### config.mk
export PLATFORM = sky130hd
export DESIGN_NAME = svnet_tree_acc_flat
export DESIGN_NICKNAME = d
export VERILOG_FILES = /design/src/rtl/svnet_tree_acc_pkg.sv /design/src/rtl/svnet_tree_acc_if.sv /design/src/rtl/svnet_tree_acc_level.sv /design/src/rtl/svnet_tree_acc.sv /design/src/flat_wrapper.sv
export SDC_FILE = /design/constraint.sdc
export NUM_CORES = 1
export LEC_CHECK = 0
export CAP_MARGIN = 20
export CORE_MARGIN = 3
export CORE_UTILIZATION = 45
export CTS_CLUSTER_SIZE = 20
export DETAILED_ROUTE_END_ITERATION = 10
export HOLD_SLACK_MARGIN = 0.1
export PLACE_DENSITY = 0.66
export SLEW_MARGIN = 25
export SYNTH_ARGS = -nofsm -noshare
export SYNTH_HDL_FRONTEND = slang
export SYNTH_SLANG_ARGS = --single-unit
### constraint.sdc
create_clock -name clk -period 5 [get_ports clk]
set_input_delay 1 -clock clk [delete_from_list [all_inputs] [get_ports clk]]
set_output_delay 1 -clock clk [all_outputs]
set_load 0.02 [all_outputs]
### src/rtl/svnet_tree_acc_pkg.sv
// Shared sizing helpers for the pipelined adder tree and its group accumulator.
package svnet_tree_pkg;

    function automatic int clog2(input int n);
        int r;
        r = 0;
        while ((1 << r) < n) r++;
        return r;
    endfunction

    function automatic int tree_depth(input int count);
        return clog2(count);
    endfunction

    function automatic int tree_latency(input int count);
        return tree_depth(count) + 1;
    endfunction

    function automatic int out_width(input int width, input int count, input int acc_bits);
        return width + clog2(count) + acc_bits;
    endfunction

    // Number of lanes still alive after `level` pairwise reductions.
    function automatic int lanes_at(input int count, input int level);
        return (count + (1 << level) - 1) >> level;
    endfunction

endpackage

### src/rtl/svnet_tree_acc_if.sv
// Beat input / group result output bundle for svnet_tree_acc.
interface svnet_tree_acc_if
    import svnet_tree_pkg::*;
#(
    parameter int WIDTH    = 8,
    parameter int COUNT    = 4,
    parameter int ACC_BITS = 4
);
    localparam int OW = out_width(WIDTH, COUNT, ACC_BITS);

    logic                     i_valid;
    logic                     i_ready;
    logic                     i_last;
    logic [COUNT*WIDTH-1:0]   i_data;
    logic                     o_valid;
    logic                     o_ready;
    logic [OW-1:0]            o_data;
    logic                     o_overflow;

    modport master (
        output i_valid, i_last, i_data, o_ready,
        input  i_ready, o_valid, o_data, o_overflow
    );

    modport slave (
        input  i_valid, i_last, i_data, o_ready,
        output i_ready, o_valid, o_data, o_overflow
    );
endinterface

### src/rtl/svnet_tree_acc_level.sv
// One registered pairwise reduction level: adjacent lanes are summed one bit wider,
// an odd trailing lane passes through extended.
module svnet_tree_level
    import svnet_tree_pkg::*;
#(
    parameter int IN_W      = 8,
    parameter int IN_LANES  = 4,
    parameter int SIGNED    = 1,
    localparam int OUT_W     = IN_W + 1,
    localparam int OUT_LANES = lanes_at(IN_LANES, 1)
) (
    input  logic                         clk,
    input  logic                         rst,
    input  logic                         en,
    input  logic                         src_valid,
    input  logic                         src_last,
    input  logic [IN_LANES*IN_W-1:0]     src_data,
    output logic                         sum_valid,
    output logic                         sum_last,
    output logic [OUT_LANES*OUT_W-1:0]   sum_data
);

    logic [OUT_LANES*OUT_W-1:0] pair_sum;

    for (genvar j = 0; j < OUT_LANES; j++) begin : g_pair
        logic [IN_W-1:0]  a;
        logic [OUT_W-1:0] ea;
        assign a  = src_data[2*j*IN_W +: IN_W];
        assign ea = {(SIGNED != 0) && a[IN_W-1], a};

        if (2*j + 1 < IN_LANES) begin : g_add
            logic [IN_W-1:0]  b;
            logic [OUT_W-1:0] eb;
            assign b  = src_data[(2*j+1)*IN_W +: IN_W];
            assign eb = {(SIGNED != 0) && b[IN_W-1], b};
            assign pair_sum[j*OUT_W +: OUT_W] = ea + eb;
        end else begin : g_pass
            assign pair_sum[j*OUT_W +: OUT_W] = ea;
        end
    end

    always_ff @(posedge clk or posedge rst) begin
        if (rst) begin
            sum_valid <= 1'b0;
            sum_last  <= 1'b0;
            sum_data  <= '0;
        end else if (en) begin
            sum_valid <= src_valid;
            sum_last  <= src_last;
            sum_data  <= pair_sum;
        end
    end

endmodule

### src/rtl/svnet_tree_acc.sv
// Pipelined lane-sum tree feeding a per-group accumulator with wrap/saturate overflow
// handling; the whole pipeline advances on one global enable.
module svnet_tree_acc
    import svnet_tree_pkg::*;
#(
    parameter int WIDTH    = 8,
    parameter int COUNT    = 4,
    parameter int SIGNED   = 1,
    parameter int ACC_BITS = 4,
    parameter int SATURATE = 0
) (
    input logic             clk,
    input logic             rst,
    svnet_tree_acc_if.slave bus
);

    localparam int D   = tree_depth(COUNT);
    localparam int OW  = out_width(WIDTH, COUNT, ACC_BITS);
    localparam int SW  = WIDTH + D;
    localparam int XW  = OW + 1;
    localparam int PAD = XW - SW;

    logic          adv;
    logic          t_valid;
    logic          t_last;
    logic [SW-1:0] t_sum;

    logic          res_valid;
    logic [OW-1:0] res_data;
    logic          res_ovf;
    logic [OW-1:0] acc;
    logic          first;
    logic          sticky;

    assign adv            = !res_valid || bus.o_ready;
    assign bus.i_ready    = adv && !rst;
    assign bus.o_valid    = res_valid;
    assign bus.o_data     = res_data;
    assign bus.o_overflow = res_ovf;

    if (D == 0) begin : g_direct
        assign t_valid = bus.i_valid;
        assign t_last  = bus.i_last;
        assign t_sum   = bus.i_data;
    end else begin : g_tree
        for (genvar k = 0; k < D; k++) begin : lvl
            localparam int IL = lanes_at(COUNT, k);
            localparam int IW = WIDTH + k;
            localparam int OL = lanes_at(COUNT, k + 1);

            logic                  v_in;
            logic                  l_in;
            logic [IL*IW-1:0]      d_in;
            logic                  v_out;
            logic                  l_out;
            logic [OL*(IW+1)-1:0]  d_out;

            if (k == 0) begin : g_src
                assign v_in = bus.i_valid;
                assign l_in = bus.i_last;
                assign d_in = bus.i_data;
            end else begin : g_chain
                assign v_in = lvl[k-1].v_out;
                assign l_in = lvl[k-1].l_out;
                assign d_in = lvl[k-1].d_out;
            end

            svnet_tree_level #(
                .IN_W    (IW),
                .IN_LANES(IL),
                .SIGNED  (SIGNED)
            ) u_level (
                .clk      (clk),
                .rst      (rst),
                .en       (adv),
                .src_valid(v_in),
                .src_last (l_in),
                .src_data (d_in),
                .sum_valid(v_out),
                .sum_last (l_out),
                .sum_data (d_out)
            );
        end

        assign t_valid = lvl[D-1].v_out;
        assign t_last  = lvl[D-1].l_out;
        assign t_sum   = lvl[D-1].d_out;
    end

    // One extra bit of headroom makes any single add exact, so overflow is just a range test.
    logic [XW-1:0] sum_x;
    logic [XW-1:0] base_x;
    logic [XW-1:0] raw;
    logic          ovf;
    logic [OW-1:0] clamp;
    logic [OW-1:0] acc_next;
    logic          sticky_next;

    assign sum_x  = {{PAD{(SIGNED != 0) && t_sum[SW-1]}}, t_sum};
    assign base_x = first ? '0 : {(SIGNED != 0) && acc[OW-1], acc};
    assign raw    = base_x + sum_x;

    always_comb begin
        ovf   = 1'b0;
        clamp = '1;
        if (SIGNED != 0) begin
            ovf   = raw[OW] ^ raw[OW-1];
            clamp = raw[OW] ? {1'b1, {(OW-1){1'b0}}} : {1'b0, {(OW-1){1'b1}}};
        end else begin
            ovf   = raw[OW];
        end
    end

    assign acc_next    = (ovf && SATURATE != 0) ? clamp : raw[OW-1:0];
    assign sticky_next = (!first && sticky) || ovf;

    always_ff @(posedge clk or posedge rst) begin
        if (rst) begin
            acc       <= '0;
            sticky    <= 1'b0;
            first     <= 1'b1;
            res_valid <= 1'b0;
            res_data  <= '0;
            res_ovf   <= 1'b0;
        end else if (adv) begin
            res_valid <= t_valid && t_last;
            if (t_valid) begin
                acc    <= acc_next;
                sticky <= sticky_next;
                first  <= t_last;
                if (t_last) begin
                    res_data <= acc_next;
                    res_ovf  <= sticky_next;
                end
            end
        end
    end

endmodule

### src/flat_wrapper.sv
// flat-port wrapper written by rule: the top's interface ports become plain ports
module svnet_tree_acc_flat import svnet_tree_pkg::*;
#(
    parameter int WIDTH    = 8,
    parameter int COUNT    = 4,
    parameter int SIGNED   = 1,
    parameter int ACC_BITS = 4,
    parameter int SATURATE = 0
)
  (clk, rst, bus_i_valid, bus_i_last, bus_i_data, bus_o_ready, bus_i_ready, bus_o_valid, bus_o_data, bus_o_overflow);
  svnet_tree_acc_if #(.WIDTH(WIDTH), .COUNT(COUNT), .ACC_BITS(ACC_BITS)) bus_i ();
  input logic clk;
  input logic rst;
  input wire logic [$bits(bus_i.i_valid)-1:0] bus_i_valid;
  input wire logic [$bits(bus_i.i_last)-1:0] bus_i_last;
  input wire logic [$bits(bus_i.i_data)-1:0] bus_i_data;
  input wire logic [$bits(bus_i.o_ready)-1:0] bus_o_ready;
  output wire logic [$bits(bus_i.i_ready)-1:0] bus_i_ready;
  output wire logic [$bits(bus_i.o_valid)-1:0] bus_o_valid;
  output wire logic [$bits(bus_i.o_data)-1:0] bus_o_data;
  output wire logic [$bits(bus_i.o_overflow)-1:0] bus_o_overflow;
  assign bus_i.i_valid = bus_i_valid;
  assign bus_i.i_last = bus_i_last;
  assign bus_i.i_data = bus_i_data;
  assign bus_i.o_ready = bus_o_ready;
  assign bus_i_ready = bus_i.i_ready;
  assign bus_o_valid = bus_i.o_valid;
  assign bus_o_data = bus_i.o_data;
  assign bus_o_overflow = bus_i.o_overflow;
  svnet_tree_acc #(.WIDTH(WIDTH), .COUNT(COUNT), .SIGNED(SIGNED), .ACC_BITS(ACC_BITS), .SATURATE(SATURATE)) u_core (.clk(clk), .rst(rst), .bus(bus_i));
endmodule
==> impl_metrics.tcl, run 1 <==
set metrics [dict create \
    placed_cell_area_sq_um 4550 \
    max_freq_ghz 0.292 \
    rows 33 \
    cap_violations 0 \
    ys_seq_elements 64 \
    final_hold_viol_count 0 \
    finalSetupTns_ns 0 \
    synth_top_cell_by_area "dfrtp_1" \
    slowest_stage "clkdlybuf4s50_1" \
    grt_util_all_layers_pct 15.4 \
    fin_crit_ns 3.42 \
    grt_overflow_total 0 \
    grt_first_pass_wirelength_um 12400 \
    drt-wirelength-per-cell_um 12.7 \
    slew_headroom_pct 39.2 \
    vdd_drop_max_mv 0.224 \
    antenna_found_initial 0 \
    cts_buffers 9 \
    synth_most_common_cell "dfrtp_1" \
    grt_max_degree 49 \
    worstSkewPairLatency_ns 0.34 \
    diodes 0 \
    hpwl_um 5130 \
    skew_ns 0.00763 \
    core_area_sq_um 8340 \
    cts.sinks 64 \
    yosys_warnings 0 \
    wirelength_um 7000 \
    holdBufCountCts 0 \
    synth_top_area_share_pct 40.4 \
    ant_nets 0 \
    die_y_um 99.1 \
    setup_viol 0 \
    postLayoutCellArea_sq_um 4750 \
    clkTransAtPathRegs_ns 0.07 \
    total_power_uw 3280 \
    syn_avg_cell_area_sq_um 10.1 \
    cp-start-kind "input port" \
    place_inst 537 \
    crit_arrival_ns 2.42 \
    crit_top_cell "clkdlybuf4s50_1" \
    syn_area_sq_um 3900 \
    cts-root-buf "clkbuf_8" \
    via_per_inst 5.09 \
    post-cts-setup-buffers 0 \
    ios 54 \
    drive_gt1_share_pct 13.0 \
    clock_path_buffers 2 \
    cts_resized 0 \
    path_cells "clkdlybuf4s50_1 -> nor2b_1 -> buf_4 -> nor2_1 -> clkdlybuf4s50_1" \
    ys_seq_area_share_pct 41.1 \
    stdcell_count 552 \
    cpPeakStageDelay_ns 0.62 \
    tritoncts "yes" \
    end_kind "output pin" \
    synth_edf_count 0 \
    final_nets 523 \
    initial_core_util_pct 46.8 \
    async_flop_share_pct 100 \
    critical_path_class "input port to output pin" \
    synth_area_leaders "dfrtp_1 (40%), ha_1 (13%), mux2_2 (7.8%), a21oi_1 (4.9%), nand2_1 (4.4%)" \
    worstMarginPinSlew_ns 0.910 \
    timing.final.max_slew_violations 0 \
    leakage_uw 0.00217 \
    synthToLayoutAreaGrowth_pct 21.6 \
    gp_congestion 0.884 \
    htreeDepth 3 \
    die_w_um 99.1 \
    post-route-period-util_pct 68.4 \
    hold_class "flip-flop to flip-flop" \
    drc 0 \
    rsz0062_at_grt "false" \
    grt_pass1_vias 2840 \
    ys.flop_type "dfrtp_1" \
    dieArea_sq_um 9830 \
    syn_inst 386 \
    power_density_nw_per_um2 691 \
    syn-num-nets 466 \
    required_ns 4.00 \
    drt-pass1-iter-count 4 \
    num_vias 2812 \
    worstPathMaxFanout 18 \
    status "finished, final reports clean" \
    drtIter0Drc 73 \
    synth.distinct_cells 35 \
    port_buffers 53 \
    synth_common_cells "dfrtp_1 (63), nand2_1 (46), ha_1 (39)" \
]
[metrics by stage]
stage | util [%] | setup slack, ns | hold WS (ns)
2_1_floorplan | - | 2.24 | 0.439
3_3_place_gp | 54.6 | 1.60 | 0.456
3_5_place_dp | 54.6 | 1.57 | 0.456
4_1_cts | 56.9 | 1.58 | 0.472
5_1_grt | 56.9 | 1.52 | 0.499
6_report | 56.9 | 1.58 | 0.471
[logic make-up (layout without fill, tap and decap cells)]
group	after synthesis	in the layout	synth area share, %
XOR/XNOR	32	32	7.18
AO/OA/AOI/OAI	96	96	15.6
adder cells (fa/ha/maj)	43	43	14.6
AND/OR/NAND/NOR	101	101	11.6
multiplexers	27	27	7.79
flip-flops	64	64	41.1
buffers and inverters	23	84	2.21
[per-layer routing]
layer | vias up | wire length, um | global-route usage [%]
li1 | 1456 | - | -
met1 | 1294 | 3330 | 19.4
met2 | 51 | 3250 | 26.0
met3 | 11 | 278 | 3.23
met4 | 0 | 146 | 5.67
met5 | - | 0 | 0
[sequential cells by signal, indices dropped and copies added, names as in the netlist]
signal                               flops
u_core.acc                              14
u_core.bus.o_data                       14
u_core.bus.o_overflow                    1
u_core.bus.o_valid                       1
u_core.first                             1
u_core.g_tree.lvl.u_level.sum_data      28
u_core.g_tree.lvl.u_level.sum_last       2
u_core.g_tree.lvl.u_level.sum_valid      2
u_core.sticky                            1
[critical path, delay by kind of cell]
| family | cells | cell delay (ns) |
|---|---|---|
| buffers and inverters | 3 | 1.28 |
| AND/OR/NAND/NOR | 2 | 0.15 |
[path summary, 6_finish.rpt]
path | startpoint | endpoint | slack (ns) | cells after the start
min reg2reg | u_core.g_tree.lvl[0].u_level.sum_last | u_core.g_tree.lvl[0].u_level.sum_last | 0.47 | 2
max reg2reg | u_core.first | u_core.sticky | 2.15 | 11
min in group asynchronous | rst | u_core.g_tree.lvl[0].u_level.sum_valid | 1.18 | 2
max | bus_o_ready | bus_i_ready | 1.58 | 5
max in group asynchronous | rst | u_core.g_tree.lvl[1].u_level.sum_data[2] | 3.02 | 3
min | u_core.g_tree.lvl[0].u_level.sum_last | u_core.g_tree.lvl[0].u_level.sum_last | 0.47 | 2
[where the power goes]
| part | internal, uW | total [uW] | leakage, uW | switching (uW) |
|---|---|---|---|---|
| sequential | 777 | 929 | 0.000755 | 152 |
| combinational | 936 | 1910 | 0.00133 | 976 |
| clock | 240 | 437 | 0.0000904 | 197 |
| total | 1950 | 3280 | 0.00217 | 1330 |
[cells in the final DEF (no fill, tap or decap), types with 5 or more instances in the layout]
cell and instances:
inv_1 12, mux2_2 27, xnor2_1 19, a21o_1 12, dfrtp_1 63, o21bai_1 5
nand2_1 46, nand2b_1 6, clkbuf_8 10, xor2_1 13, clkdlybuf4s50_1 53, nor2b_1 16
nor2_1 23, o21ai_0 15, ha_1 39, a21oi_1 38
[layout make-up]
| cell class | count | area (sq um) |
|---|---|---|
| fill | 740 | 3590 |
| clock inverter | 5 | 57.6 |
| tap | 105 | 131 |
| sequential | 64 | 1600 |
| multi-input combinational | 299 | 2210 |
| clock buffer | 10 | 138 |
| inverter | 13 | 48.8 |
| timing repair buffer | 56 | 553 |
No activity file was read; power rests on OpenSTA's default activity.
==> run 2, diff against run 1 <==
==> constraint.sdc (replaced) <==
create_clock -name clk -period 3.4 [get_ports clk]
set_input_delay 0.68 -clock clk [delete_from_list [all_inputs] [get_ports clk]]
set_output_delay 0.68 -clock clk [all_outputs]
set_load 0.02 [all_outputs]
==> impl_metrics.tcl, run 2 (synthesized netlist as in run 1, its figures left out) <==
set metrics [dict create \
    r2r-end "u_core.bus.o_overflow" \
    hold-path-cell-count 2 \
    grt_util_met1_pct 19.1 \
    worstPathMaxFanout 15 \
    worstMarginPinSlew_ns 0.752 \
    drive_gt1_share_pct 13.3 \
    largest_reg_flops 28 \
    drc 0 \
    busiest_layer "met2" \
    htreeDepth 3 \
    min_to "u_core.bus.o_data[2]" \
    gp_congestion 0.914 \
    use_met2_pct 25.9 \
    cts_resized 0 \
    final_nets 525 \
    synthToLayoutAreaGrowth_pct 22.9 \
    path_cells "nor2b_1 -> ha_1 -> inv_1 -> fa_1 -> nand2b_1 -> a21oi_1 -> o21ai_1 -> o41ai_1 -> a211oi_1 -> xor2_1 -> a21oi_1" \
    fin_crit_ns 2.89 \
    port_buffers 53 \
    leakage_uw 0.00220 \
    die_y_um 99.1 \
    dieArea_sq_um 9830 \
    crit_top_cell "a21oi_1" \
    post-cts-setup-buffers 0 \
    die_w_um 99.1 \
    vdd_drop_max_mv 0.297 \
    critical_path_class "flip-flop to flip-flop" \
    status "finished, final reports clean" \
    setup_viol 0 \
    required_ns 3.61 \
    crit_arrival_ns 3.09 \
    rsz0062_at_grt "false" \
    worstReg2RegStart "u_core.first" \
    power_density_nw_per_um2 1020 \
    cts.sinks 64 \
    grt_util_all_layers_pct 15.3 \
    path_delay_family "compound AO/OA/AOI/OAI gates" \
    grt_overflow_total 0 \
    initial_core_util_pct 46.8 \
    slowest_stage "dfstp_2" \
    wirelength_um 6970 \
    worstSkewPairLatency_ns 0.34 \
    slew_headroom_pct 49.7 \
    rows 33 \
    path_buf_inv 1 \
    antenna_found_initial 0 \
    tritoncts "yes" \
    cts_buffers 9 \
    cts-root-buf "clkbuf_8" \
    drtIter0Drc 57 \
    min_from "u_core.bus.o_data[2]" \
    cp-start-kind "flip-flop" \
    layout_commonest_cell "dfrtp_1" \
    r2r_setup_slack_ns 0.51 \
    skew_ns 0.00888 \
    grt_max_degree 65 \
    utilization_pct 57.5 \
    final_hold_viol_count 0 \
    hpwl_um 5260 \
    holdBufCountCts 0 \
    max_freq_ghz 0.346 \
    cap_violations 0 \
    clock_path_buffers 2 \
    finalSetupTns_ns 0 \
    cpPeakStageDelay_ns 0.47 \
    core_area_sq_um 8340 \
    largest_register "u_core.g_tree.lvl.u_level.sum_data" \
    drt-pass1-iter-count 4 \
    final_cell_mix "dfrtp_1 (63), clkdlybuf4s50_1 (53), nand2_1 (46)" \
    ff2ff_path_depth 11 \
    ant_nets 0 \
    timing.final.max_slew_violations 0 \
    post-route-period-util_pct 84.9 \
    ios 54 \
    diodes 0 \
    grt_first_pass_wirelength_um 12400 \
    clkTransAtPathRegs_ns 0.07 \
    hold_class "flip-flop to flip-flop" \
    via_per_inst 5.07 \
    end_kind "flip-flop" \
    grt_use_met3_pct 3.23 \
    num_vias 2815 \
    drt-wirelength-per-cell_um 12.6 \
    grt_pass1_vias 2854 \
]
==> run 2: area by class of cell <==
class,instances,area [sq um]
fill,735,3540
multi-input combinational,299,2210
sequential,64,1600
timing repair buffer,58,581
tap,105,131
clock buffer,10,128
clock inverter,6,92.6
inverter,13,48.8
==> run 2: metrics by stage <==
stage	total power, uW	worst slack (ns)	cell area, sq um	instances	hold WS [ns]
after global routing	5360	0.298	4800	555	0.519
after detailed placement	4220	0.537	4580	539	0.467
after global placement	4130	0.538	4580	539	0.450
after floorplan	3500	0.838	3900	386	0.439
final	4900	0.513	4800	555	0.476
after CTS	4960	0.521	4800	555	0.483
==> run 2: power breakdown <==
part,internal [uW],switching (uW)
Sequential,1140,218
Clock,416,297
Combinational,1390,1440
Total,2950,1950
==> run 2: layer usage <==
layer / wire length [um] / share of wire (%) / up-vias
met5: 0 / 0 / -
met2: 3300 / 47 / 52
met3: 266 / 3.8 / 13
met4: 131 / 1.9 / 0
met1: 3270 / 47 / 1293
li1: - / - / 1457
==> run 2: worst min-delay path, stage by stage, from the launching register on <==
cell and delay [ns]:
dfrtp_1 0.34, nand2_1 0.04, o21ai_0 0.06
==> run 2: worst max-delay path by stage <==
stage / from / to / slack (ns) / cells after the start
4_1_cts: u_core.first / u_core.bus.o_overflow / 0.52 / 11
3_5_place_dp: bus_i_data[0] / u_core.g_tree.lvl[0].u_level.sum_data[6] / 0.54 / 10
3_3_place_gp: bus_i_data[0] / u_core.g_tree.lvl[0].u_level.sum_data[6] / 0.54 / 10
2_1_floorplan: u_core.first / u_core.bus.o_overflow / 0.84 / 12
5_1_grt: u_core.first / u_core.sticky / 0.30 / 11
6_report: u_core.first / u_core.bus.o_overflow / 0.51 / 11
==> RTL edit: new RTL, config.mk and constraints of run 1 <==
`WIDTH` is set to 8 in 3 places; all go to 12.
--- a/src/rtl/svnet_tree_acc_if.sv
+++ b/src/rtl/svnet_tree_acc_if.sv
@@ -2,7 +2,7 @@
 interface svnet_tree_acc_if
     import svnet_tree_pkg::*;
 #(
-    parameter int WIDTH    = 8,
+    parameter int WIDTH    = 12,
     parameter int COUNT    = 4,
     parameter int ACC_BITS = 4
 );
--- a/src/rtl/svnet_tree_acc.sv
+++ b/src/rtl/svnet_tree_acc.sv
@@ -3,7 +3,7 @@
 module svnet_tree_acc
     import svnet_tree_pkg::*;
 #(
-    parameter int WIDTH    = 8,
+    parameter int WIDTH    = 12,
     parameter int COUNT    = 4,
     parameter int SIGNED   = 1,
     parameter int ACC_BITS = 4,
--- a/src/flat_wrapper.sv
+++ b/src/flat_wrapper.sv
@@ -1,7 +1,7 @@
 // flat-port wrapper written by rule: the top's interface ports become plain ports
 module svnet_tree_acc_flat import svnet_tree_pkg::*;
 #(
-    parameter int WIDTH    = 8,
+    parameter int WIDTH    = 12,
     parameter int COUNT    = 4,
     parameter int SIGNED   = 1,
     parameter int ACC_BITS = 4,
Ports: changed (resized bus_i_data and bus_o_data); port bits go from 54 to 74. The function was not compared with the original's and may differ.
==> RTL edit against run 1 <==
Global-route usage up 1.8 points. Sequential cell count is 20 higher. Power increased by 39%. Non-clock buffer count is 20 higher. Synthesized cell count up 49%. Final area increased by 41%. Synthesized area rose by 40%. Die area rose by 37%. Routed wire length rose by 52%. Clock skew about the same. Sequential power grew 32%. Setup slack gained 0.081 ns. Largest power group unchanged. Critical path type is now register to register.
==> RTL edit: results (changes against run 1) <==
{
  "p_int": {"value": 2720, "unit": "µW", "change": "+39%"},
  "dr.first_iter.drc_count": {"value": 180, "change": "+150%"},
  "status": {"value": "finished clean"},
  "n_fill_cell": {"value": 1052, "change": "+42%"},
  "critPathTopFamily": {"value": "compound AO/OA/AOI/OAI gates"},
  "cts_root_buffer": {"value": "sky130_fd_sc_hd__clkbuf_16"},
  "met2WireLength": {"value": 5.26, "unit": "mm", "change": "+62%"},
  "routabilityCongestion": {"value": 0.862, "change": "-2.5%"},
  "grt_pass1_vias": {"value": 4311, "change": "+52%"},
  "netlist_top_cells_count": {"value": "sky130_fd_sc_hd__dfrtp_1 (83), sky130_fd_sc_hd__nand2_1 (72), sky130_fd_sc_hd__ha_1 (55), sky130_fd_sc_hd__a21oi_1 (51), sky130_fd_sc_hd__o21ai_0 (49)"},
  "met2_usage": {"value": 0.319, "change": "+0.0593"},
  "routed_wl": {"value": 10.6, "unit": "mm", "change": "+52%"},
  "final.setup_skew": {"value": 0.00733, "unit": "ns", "change": "-0.000306 ns"},
  "groute.layer.met3.usage": {"value": 0.0285, "change": "-0.00376"},
  "post_route_cells_drive_above_1_share": {"value": 0.0952, "change": "-0.0345"},
  "combinationalPowerShare": {"value": 0.575, "change": "-0.008"},
  "finalNetCount": {"value": 758, "change": "+45%"},
  "synth.area.top_cells": {"value": "sky130_fd_sc_hd__dfrtp_1 (38%), sky130_fd_sc_hd__ha_1 (13%), sky130_fd_sc_hd__mux2_2 (6.6%)"},
  "placement.io_buffers": {"value": 73, "change": "+38%"},
  "drt-met1-wl": {"value": 4.93, "unit": "mm", "change": "+48%"},
  "dpl-instance-area": {"value": 6340, "unit": "µm²", "change": "+39%"},
  "stdcell_count": {"value": 794, "change": "+44%"},
  "power.static_leakage": {"value": 0.00297, "unit": "µW", "change": "+37%"},
  "worst_path_largest_cell_delay": {"value": 0.78, "unit": "ns", "change": "+0.16 ns"},
  "critical_path.slowest_cell": {"value": "sky130_fd_sc_hd__dfstp_2"},
  "largest_register_ffs": {"value": 40, "change": "+43%"},
  "syn-instance-count": {"value": 575, "change": "+49%"}
}
RTL edit: cell count changes in the layout (fill, tap and decap cells not counted), moves of 10 or more:
cell	run 1	this run
sky130_fd_sc_hd__nand2_1	46	72
sky130_fd_sc_hd__o21ai_0	15	49
sky130_fd_sc_hd__ha_1	39	55
sky130_fd_sc_hd__a21oi_1	38	51
sky130_fd_sc_hd__inv_1	12	26
sky130_fd_sc_hd__dfrtp_1	63	83
sky130_fd_sc_hd__clkdlybuf4s50_1	53	73
sky130_fd_sc_hd__clkbuf_8	10	0
RTL edit: layout make-up:
type	count	share of cell area
inverters	27	0.0156
flip-flops and latches	84	0.315
multi-input cells	448	0.481
clock inverters	7	0.0146
clock buffers	9	0.0338
repair buffers	76	0.113
well taps	143	0.0268
RTL edit: path summary, 6_finish.rpt:
kind	cells after the start	slack, ns	endpoint	startpoint
setup / recovery	10	1.66	u_core.acc[16]	u_core.first
hold / removal	2	0.47	u_core.g_tree.lvl[0].u_level.sum_valid	u_core.g_tree.lvl[0].u_level.sum_valid
setup reg to reg	10	1.66	u_core.acc[16]	u_core.first
hold reg to reg	2	0.47	u_core.g_tree.lvl[0].u_level.sum_valid	u_core.g_tree.lvl[0].u_level.sum_valid
max in group asynchronous	3	3.02	u_core.acc[6]	rst
min in group asynchronous	2	1.15	u_core.g_tree.lvl[0].u_level.sum_data[13]	rst
RTL edit: logic make-up after synthesis:
group | after synthesis | synth area share
AO/OA/AOI/OAI | 159 | 0.183
multiplexers | 32 | 0.0660
flip-flops | 84 | 0.385
AND/OR/NAND/NOR | 161 | 0.136
buffers and inverters | 43 | 0.0296
adder cells (fa/ha/maj) | 59 | 0.141
XOR/XNOR | 37 | 0.0594
